<file path="config.mk">
export PLATFORM = sky130hd
export DESIGN_NAME = rca_word_sequencer
export DESIGN_NICKNAME = d
export VERILOG_FILES = /design/src/rtl/rca_word_sequencer.sv
export SDC_FILE = /design/constraint.sdc
export NUM_CORES = 1
export LEC_CHECK = 0
export CAP_MARGIN = 20
export CORE_ASPECT_RATIO = 1.1
export CORE_MARGIN = 2
export CORE_UTILIZATION = 33
export DETAILED_ROUTE_END_ITERATION = 8
export PLACE_DENSITY_LB_ADDON = 0.12
export SYNTH_ARGS = -nofsm -noshare
export SYNTH_HDL_FRONTEND = slang
export SYNTH_SLANG_ARGS = --single-unit
</file>
<file path="constraint.sdc">
create_clock -name clk -period 6.7 [get_ports clk]
set_input_delay 1.675 -clock clk [delete_from_list [all_inputs] [get_ports clk]]
set_output_delay 1.675 -clock clk [all_outputs]
set_load 0.02 [all_outputs]
</file>
<file path="src/rtl/rca_word_sequencer.sv">
// rca_word_sequencer: multi-cycle wide-word adder reusing one CHUNK-bit
// ripple-carry slice over NCHUNK cycles, LSB chunk first.
//
// Ports:
//   clk, rst            clock, synchronous active-high reset
//   in_valid/in_ready   operand handshake (a, b, cin)
//   out_valid/out_ready result handshake (sum, cout, ovf)
//   busy                high while an operation is in RUN or DONE
module rca_word_sequencer #(
  parameter int CHUNK  = 3,
  parameter int NCHUNK = 4,
  parameter int W      = CHUNK * NCHUNK
) (
  input  logic         clk,
  input  logic         rst,
  input  logic         in_valid,
  output logic         in_ready,
  input  logic [W-1:0] a,
  input  logic [W-1:0] b,
  input  logic         cin,
  output logic         out_valid,
  input  logic         out_ready,
  output logic [W-1:0] sum,
  output logic         cout,
  output logic         ovf,
  output logic         busy
);

  localparam int IW = (NCHUNK > 1) ? $clog2(NCHUNK) : 1;
  localparam logic [IW-1:0] LAST = IW'(NCHUNK - 1);

  localparam logic [1:0] S_IDLE = 2'd0;
  localparam logic [1:0] S_RUN  = 2'd1;
  localparam logic [1:0] S_DONE = 2'd2;

  logic [1:0]    state_q, state_d;
  logic [IW-1:0] idx_q, idx_d;
  logic          carry_q, carry_d;
  logic [W-1:0]  a_q, a_d;
  logic [W-1:0]  b_q, b_d;
  logic [W-1:0]  sum_q, sum_d;
  logic          cout_q, cout_d;
  logic          ovf_q, ovf_d;

  logic [CHUNK-1:0] op_a;
  logic [CHUNK-1:0] op_b;
  logic [CHUNK-1:0] slice_s;
  logic             slice_c;
  logic             slice_cmsb;
  logic             rc;

  assign op_a = a_q[int'(idx_q)*CHUNK +: CHUNK];
  assign op_b = b_q[int'(idx_q)*CHUNK +: CHUNK];

  // The shared slice. slice_cmsb is the carry into the slice MSB; on the
  // last chunk that is the carry into bit W-1, which ovf needs.
  always_comb begin
    slice_s    = '0;
    slice_cmsb = 1'b0;
    rc         = carry_q;
    for (int i = 0; i < CHUNK; i++) begin
      if (i == CHUNK - 1) slice_cmsb = rc;
      slice_s[i] = op_a[i] ^ op_b[i] ^ rc;
      rc = (op_a[i] & op_b[i]) | (rc & (op_a[i] ^ op_b[i]));
    end
    slice_c = rc;
  end

  always_comb begin
    state_d = state_q;
    idx_d   = idx_q;
    carry_d = carry_q;
    a_d     = a_q;
    b_d     = b_q;
    sum_d   = sum_q;
    cout_d  = cout_q;
    ovf_d   = ovf_q;
    unique case (state_q)
      S_IDLE: begin
        if (in_valid) begin
          a_d     = a;
          b_d     = b;
          carry_d = cin;
          idx_d   = '0;
          state_d = S_RUN;
        end
      end
      S_RUN: begin
        sum_d[int'(idx_q)*CHUNK +: CHUNK] = slice_s;
        carry_d = slice_c;
        idx_d   = idx_q + IW'(1);
        if (idx_q == LAST) begin
          cout_d  = slice_c;
          ovf_d   = slice_c ^ slice_cmsb;
          idx_d   = '0;
          state_d = S_DONE;
        end
      end
      S_DONE: begin
        if (out_ready) state_d = S_IDLE;
      end
      default: state_d = S_IDLE;
    endcase
  end

  always_ff @(posedge clk) begin
    if (rst) begin
      state_q <= S_IDLE;
      idx_q   <= '0;
      carry_q <= 1'b0;
      a_q     <= '0;
      b_q     <= '0;
      sum_q   <= '0;
      cout_q  <= 1'b0;
      ovf_q   <= 1'b0;
    end else begin
      state_q <= state_d;
      idx_q   <= idx_d;
      carry_q <= carry_d;
      a_q     <= a_d;
      b_q     <= b_d;
      sum_q   <= sum_d;
      cout_q  <= cout_d;
      ovf_q   <= ovf_d;
    end
  end

  assign in_ready  = (state_q == S_IDLE) & ~rst;
  assign out_valid = (state_q == S_DONE);
  assign busy      = (state_q != S_IDLE);
  assign sum       = sum_q;
  assign cout      = cout_q;
  assign ovf       = ovf_q;

endmodule

</file>
==> results.toml, run 1 <==
[worst_setup_path]
path_cells = "clkdlybuf4s50_1, nor2_1, clkdlybuf4s50_1"
path_buf_inv = 2
critical-path-slowest-cell = "clkdlybuf4s50_1"
path_class = "input port to output port"
critical_path_arrival_ns = 2.88
cp.required_ns = 5.03
crit_top_cell = "clkdlybuf4s50_1"
cp_max_fo = 2
start_kind = "input port"
cpLargestDelayFamily = "buffers and inverters"
end_kind = "output port"
max_stage_delay_ns = 0.60

[final_layout]
drive_above_1_share = 0.08745
n_antenna_cell = 0
nets = 300
n_fill_cell = 589
stdcell_count = 340
final_cell_mix = "nand2_1 (54), clkdlybuf4s50_1 (45), dfxtp_1 (43), a21oi_1 (33), nor2_1 (13)"
final_common_cell = "nand2_1"
area_delta_synth_final_pct = 31.29

[placed_design]
port_buffers = 45
dp_cells = 332
pre_cts_ws_ns = 2.124
gp_routability_congestion = 0.7024
dp_hpwl_microns = 3026

[floorplan]
dieHeight_microns = 85.15
row_count = 29
die_w_microns = 77.78
pin_count = 46
start_util = 0.3424
die_area_sq_um = 6623
core_sq_um = 5769

[timing]
fin_skew_ns = 0.01098
setup_viol = 0
tightestPinTransition_ns = 0.8837
slew_viol_final = 0
hold_violations = 0
tns_ns = 0
fin_crit_ns = 4.550
rsz0062_at_grt = "false"
hold_ws_ns = 0.4505
max_freq_mhz = 219.8
fin_ws_ns = 2.150
period_share = 0.6791
max_slew_margin = 0.4109

[synthesis]
synth_fp_nets = 260
synth_seq_cells = 43
ys_types = 31
synth-async-reset-ratio = 0
synth-edff-count = 0
yosys.area_share.xor_xnor = 0.004433
synth.cell_area_sq_um = 1976
synth_fa_ha_area_frac = 0.06840
yosys.area_share.simple = 0.2236
synth_top_family_by_area = "simple AND/OR/NAND/NOR gates"
syn_area_per_cell_sq_um = 8.899
syn_inst = 222
ys_warn_count = 0
synth-seq-area-share = 0.4357
synth_compound_area_frac = 0.1469
muxShareOfSynthArea = 0.07346
synth_flop_cell = "dfxtp_1"

[detailed_routing]
dr_wl_met3_microns = 228
drt_wl_total_microns = 4361
ant_nets = 0
top_layer = "met4"
met1_length_microns = 1999
wl_met2_microns = 2069
drt_iter0_drc = 73
vias = 1655
vias_per_cell = 4.868
wl_per_cell_microns = 12.83
drt_drc_violations_left = 0
firstDrtPassIters = 4

[global_routing]
grt_pass1_vias = 1628
grt_pass1_wl_microns = 7479
track_usage = 0.1437
grt_max_degree = 47
gr-total-overflow = 0
antenna_found_initial = 0

[power_and_ir_drop]
sw_frac_of_total = 0.2552
power_frac_clock = 0.355
p_int_uw = 422.2
cellPowerDensity_nw_per_um2 = 218.6
comb_power_share = 0.154
p_leak_uw = 0.0009615
power_uw = 566.9
p_seq_frac = 0.491
ir_drop_mv = 0.1162
p_sw_uw = 144.7

[clock_tree]
cts_tree = "yes"
ctsHoldBuffers = 0
insertion_delay_ns = 0.30
clockRootBuffer = "clkbuf_8"
path_clk_slew_ns = 0.08
cts.sinks = 43
cts_setup_buffers = 0
ctsResizeCount = 0
cts_buffers = 5
clockBufferDepth = 2
htreeDepth = 2

[status]
status = "completed"

[job]
drv_cap = 0

[worst_hold_path]
hp-class = "flip-flop to flip-flop"
stage by stage:
| step | util | cell area (sq um) |
|---|---|---|
| 3_3_place_gp | 0.4301 | 2481 |
| 5_1_grt | 0.4496 | 2594 |
| 4_1_cts | 0.4496 | 2594 |
| 6_report | 0.4496 | 2594 |
| 3_5_place_dp | 0.4301 | 2481 |
| 2_1_floorplan | - | 1976 |
registers in the layout, summed over array words and instances, names as in the netlist:
name,cells
a_q,12
b_q,12
sum,12
idx_q,2
state_q,2
carry_q,1
cout,1
ovf,1
logic make-up after synthesis:
family                   after synthesis
AO/OA/AOI/OAI                         45
XOR/XNOR                               1
adder cells (fa/ha/maj)                9
buffers and inverters                 24
flip-flops                            43
multiplexers                           7
AND/OR/NAND/NOR                       93
worst paths after layout:
kind,start,slack (ns),cells past startpoint,to
setup / recovery,rst,2.15,3,in_ready
hold / removal,sum[6]$_SDFFE_PP0P_,0.45,2,sum[6]$_SDFFE_PP0P_
setup reg to reg,idx_q[0]$_SDFFE_PP0P_,3.55,8,sum[2]$_SDFFE_PP0P_
hold reg to reg,sum[6]$_SDFFE_PP0P_,0.45,2,sum[6]$_SDFFE_PP0P_
cells in the mapped netlist, types with 3 or more instances:
master,number,area share
a21oi_1,33,0.084
a32oi_1,6,0.027
buf_2,3,0.0076
clkbuf_1,11,0.021
dfxtp_1,43,0.44
fa_1,3,0.030
ha_1,6,0.038
inv_1,10,0.019
mux4_2,6,0.068
nand2_1,54,0.10
nand2b_1,5,0.016
nand3b_1,4,0.015
nand4_1,3,0.0095
nor2_1,13,0.025
o32ai_2,3,0.025
area by class of cell:
type,count,area [sq um],area share
flip-flops and latches,43,860.8,0.3319
clock buffers,5,68.82,0.02653
clock inverters,3,43.79,0.01688
multi-input cells,155,1021,0.3936
well taps,77,96.34,0.03714
inverters,10,37.54,0.01447
repair buffers,47,465.4,0.1794
power by group through the flow:
| stage | logic [uW] | registers (uW) | clock network (uW) |
|---|---|---|---|
| finish | 87.6 | 278 | 201 |
| global placement | 88.2 | 284 | 0 |
| detailed placement | 88.6 | 285 | 0 |
| floorplan | 56.7 | 280 | 0 |
| global route | 97.2 | 281 | 218 |
| CTS | 88.8 | 279 | 209 |
worst register-to-register path, cell delays in order, from the launching register on:
cell and delay, ns:
dfxtp_1 0.75, mux4_2 0.61, fa_1 0.40, inv_1 0.08, fa_1 0.21, inv_1 0.06, fa_1 0.62, inv_1 0.08
o32ai_2 0.25
metal layers:
layer | global-route usage | up-vias
li1 | - | 838
met1 | 0.1777 | 767
met2 | 0.2414 | 45
met3 | 0.03936 | 5
met4 | 0.04870 | 0
met5 | 0 | -
No activity file was read; power rests on OpenSTA's default activity.
==> inputs of run 2 (changes only) <==
- clock period: 6.7 -> 3.8 ns (I/O delays scaled with it)
==> results.toml, run 2 (same netlist as run 1, synthesis figures left out) <==
[detailed_routing]
vias_per_cell = 4.766
wl_per_cell_microns = 12.55
vias = 1630
firstDrtPassIters = 4
drt_wl_total_microns = 4291
drt_iter0_drc = 69
drt_drc_violations_left = 0
ant_nets = 0

[timing]
tightestPinTransition_ns = 0.8886
slew_viol_final = 0
period_share = 0.8204
tns_ns = 0
hold_violations = 0
fin_crit_ns = 3.117
max_freq_mhz = 320.8
rsz0062_at_grt = "false"
fin_skew_ns = 0.01190
setup_viol = 0
max_slew_margin = 0.4076

[power_and_ir_drop]
ir_drop_mv = 0.2081
cellPowerDensity_nw_per_um2 = 391.4
p_leak_uw = 0.0009759
p_int_uw = 766.3
sw_frac_of_total = 0.2521
comb_power_share = 0.156
power_frac_clock = 0.369
p_seq_frac = 0.475
power_uw = 1025
p_sw_uw = 258.3

[final_layout]
drive_above_1_share = 0.09434
nets = 302
multi_input_area_sq_um = 1021
regArea_sq_um = 860.8
area_delta_synth_final_pct = 32.49
final_cell_mix = "nand2_1 (54), clkdlybuf4s50_1 (45), dfxtp_1 (43), a21oi_1 (33), nor2_1 (13)"
n_fill_cell = 600
n_antenna_cell = 0
final_common_cell = "nand2_1"

[placed_design]
port_buffers = 45
dp_hpwl_microns = 2968
gp_routability_congestion = 0.7547

[worst_setup_path]
timing.rr.end = "sum[2]$_SDFFE_PP0P_"
crit_top_cell = "clkdlybuf4s50_1"
critical_path_arrival_ns = 2.17
path_class = "input port to output port"
max_stage_delay_ns = 0.60
cp.required_ns = 2.85
end_kind = "output port"
r2r_cells = 8
start_kind = "input port"
path_cells = "clkdlybuf4s50_1, nor2_1, clkdlybuf4s50_1"
critical-path-slowest-cell = "clkdlybuf4s50_1"
r2r_start = "idx_q[0]$_SDFFE_PP0P_"
r2r_slack_ns = 1.07
cp_max_fo = 2

[global_routing]
gr-total-overflow = 0
grt_pass1_vias = 1554
grt_pass1_wl_microns = 7355
antenna_found_initial = 0
grt_max_degree = 47
track_usage = 0.1407

[clock_tree]
clockBufferDepth = 2
ctsResizeCount = 0
cts_buffers = 5
path_clk_slew_ns = 0.07
cts.sinks = 43
clockRootBuffer = "clkbuf_8"
cts_setup_buffers = 0
htreeDepth = 2
cts_tree = "yes"
ctsHoldBuffers = 0
insertion_delay_ns = 0.30

[floorplan]
core_sq_um = 5769
die_area_sq_um = 6623
row_count = 29
dieHeight_microns = 85.15
die_w_microns = 77.78
start_util = 0.3424
pin_count = 46

[worst_hold_path]
hp-start = "sum[6]$_SDFFE_PP0P_"
min_to = "sum[6]$_SDFFE_PP0P_"
hold_path_depth = 2
hp-class = "flip-flop to flip-flop"

[status]
status = "completed"

[job]
drv_cap = 0
==> run 2: cell count changes in the layout (fill, tap and decap cells not counted), sizes merged <==
cell    change
inv         +1
clkbuf      +1
clkinv      -2
buf         +2
==> run 2: power groups by stage <==
stage / Sequential, uW / Combinational (uW) / Clock [uW]
4_1_cts: 486 / 163 / 391
3_3_place_gp: 497 / 162 / 0
5_1_grt: 490 / 179 / 408
6_report: 486 / 160 / 378
3_5_place_dp: 497 / 163 / 0
2_1_floorplan: 493 / 99.9 / 0
==> run 2: worst max-delay path by stage <==
stage | startpoint | to | slack (ns)
detailed placement | rst | in_ready | 0.66
floorplan | idx_q[0]$_SDFFE_PP0P_ | sum[2]$_SDFFE_PP0P_ | 1.08
global route | rst | in_ready | 0.61
global placement | rst | in_ready | 0.66
CTS | rst | in_ready | 0.65
finish | rst | in_ready | 0.68
==> run 2: critical path: cells and delay by family <==
kind,cells,cell delay [ns]
buffers and inverters,2,1.08
AND/OR/NAND/NOR,1,0.13
==> run 2: layout make-up <==
| type | instances | share of cell area |
|---|---|---|
| Clock inverter | 2 | 0.01482 |
| Clock buffer | 6 | 0.03155 |
| Multi-Input combinational cell | 155 | 0.3901 |
| Sequential cell | 43 | 0.3289 |
| Tap cell | 77 | 0.03681 |
| Inverter | 10 | 0.01434 |
| Timing Repair Buffer | 49 | 0.1836 |
==> run 2: metrics by stage <==
stage	worst slack, ns	util	instance area (sq um)	hold WS (ns)	std cells
detailed placement	0.6580	0.4327	2496	0.4434	334
global placement	0.6610	0.4327	2496	0.4382	334
floorplan	1.075	-	1976	0.4331	222
finish	0.6826	0.4537	2618	0.4510	342
CTS	0.6534	0.4537	2618	0.4544	342
global route	0.6127	0.4537	2618	0.4678	342
==> run 2: per-layer routing <==
layer / GRT usage / vias up / part of all wire
met5: 0 / - / 0
met4: 0.05519 / 0 / 0.021
li1: - / 840 / -
met2: 0.2202 / 35 / 0.45
met1: 0.1822 / 747 / 0.48
met3: 0.04255 / 8 / 0.047
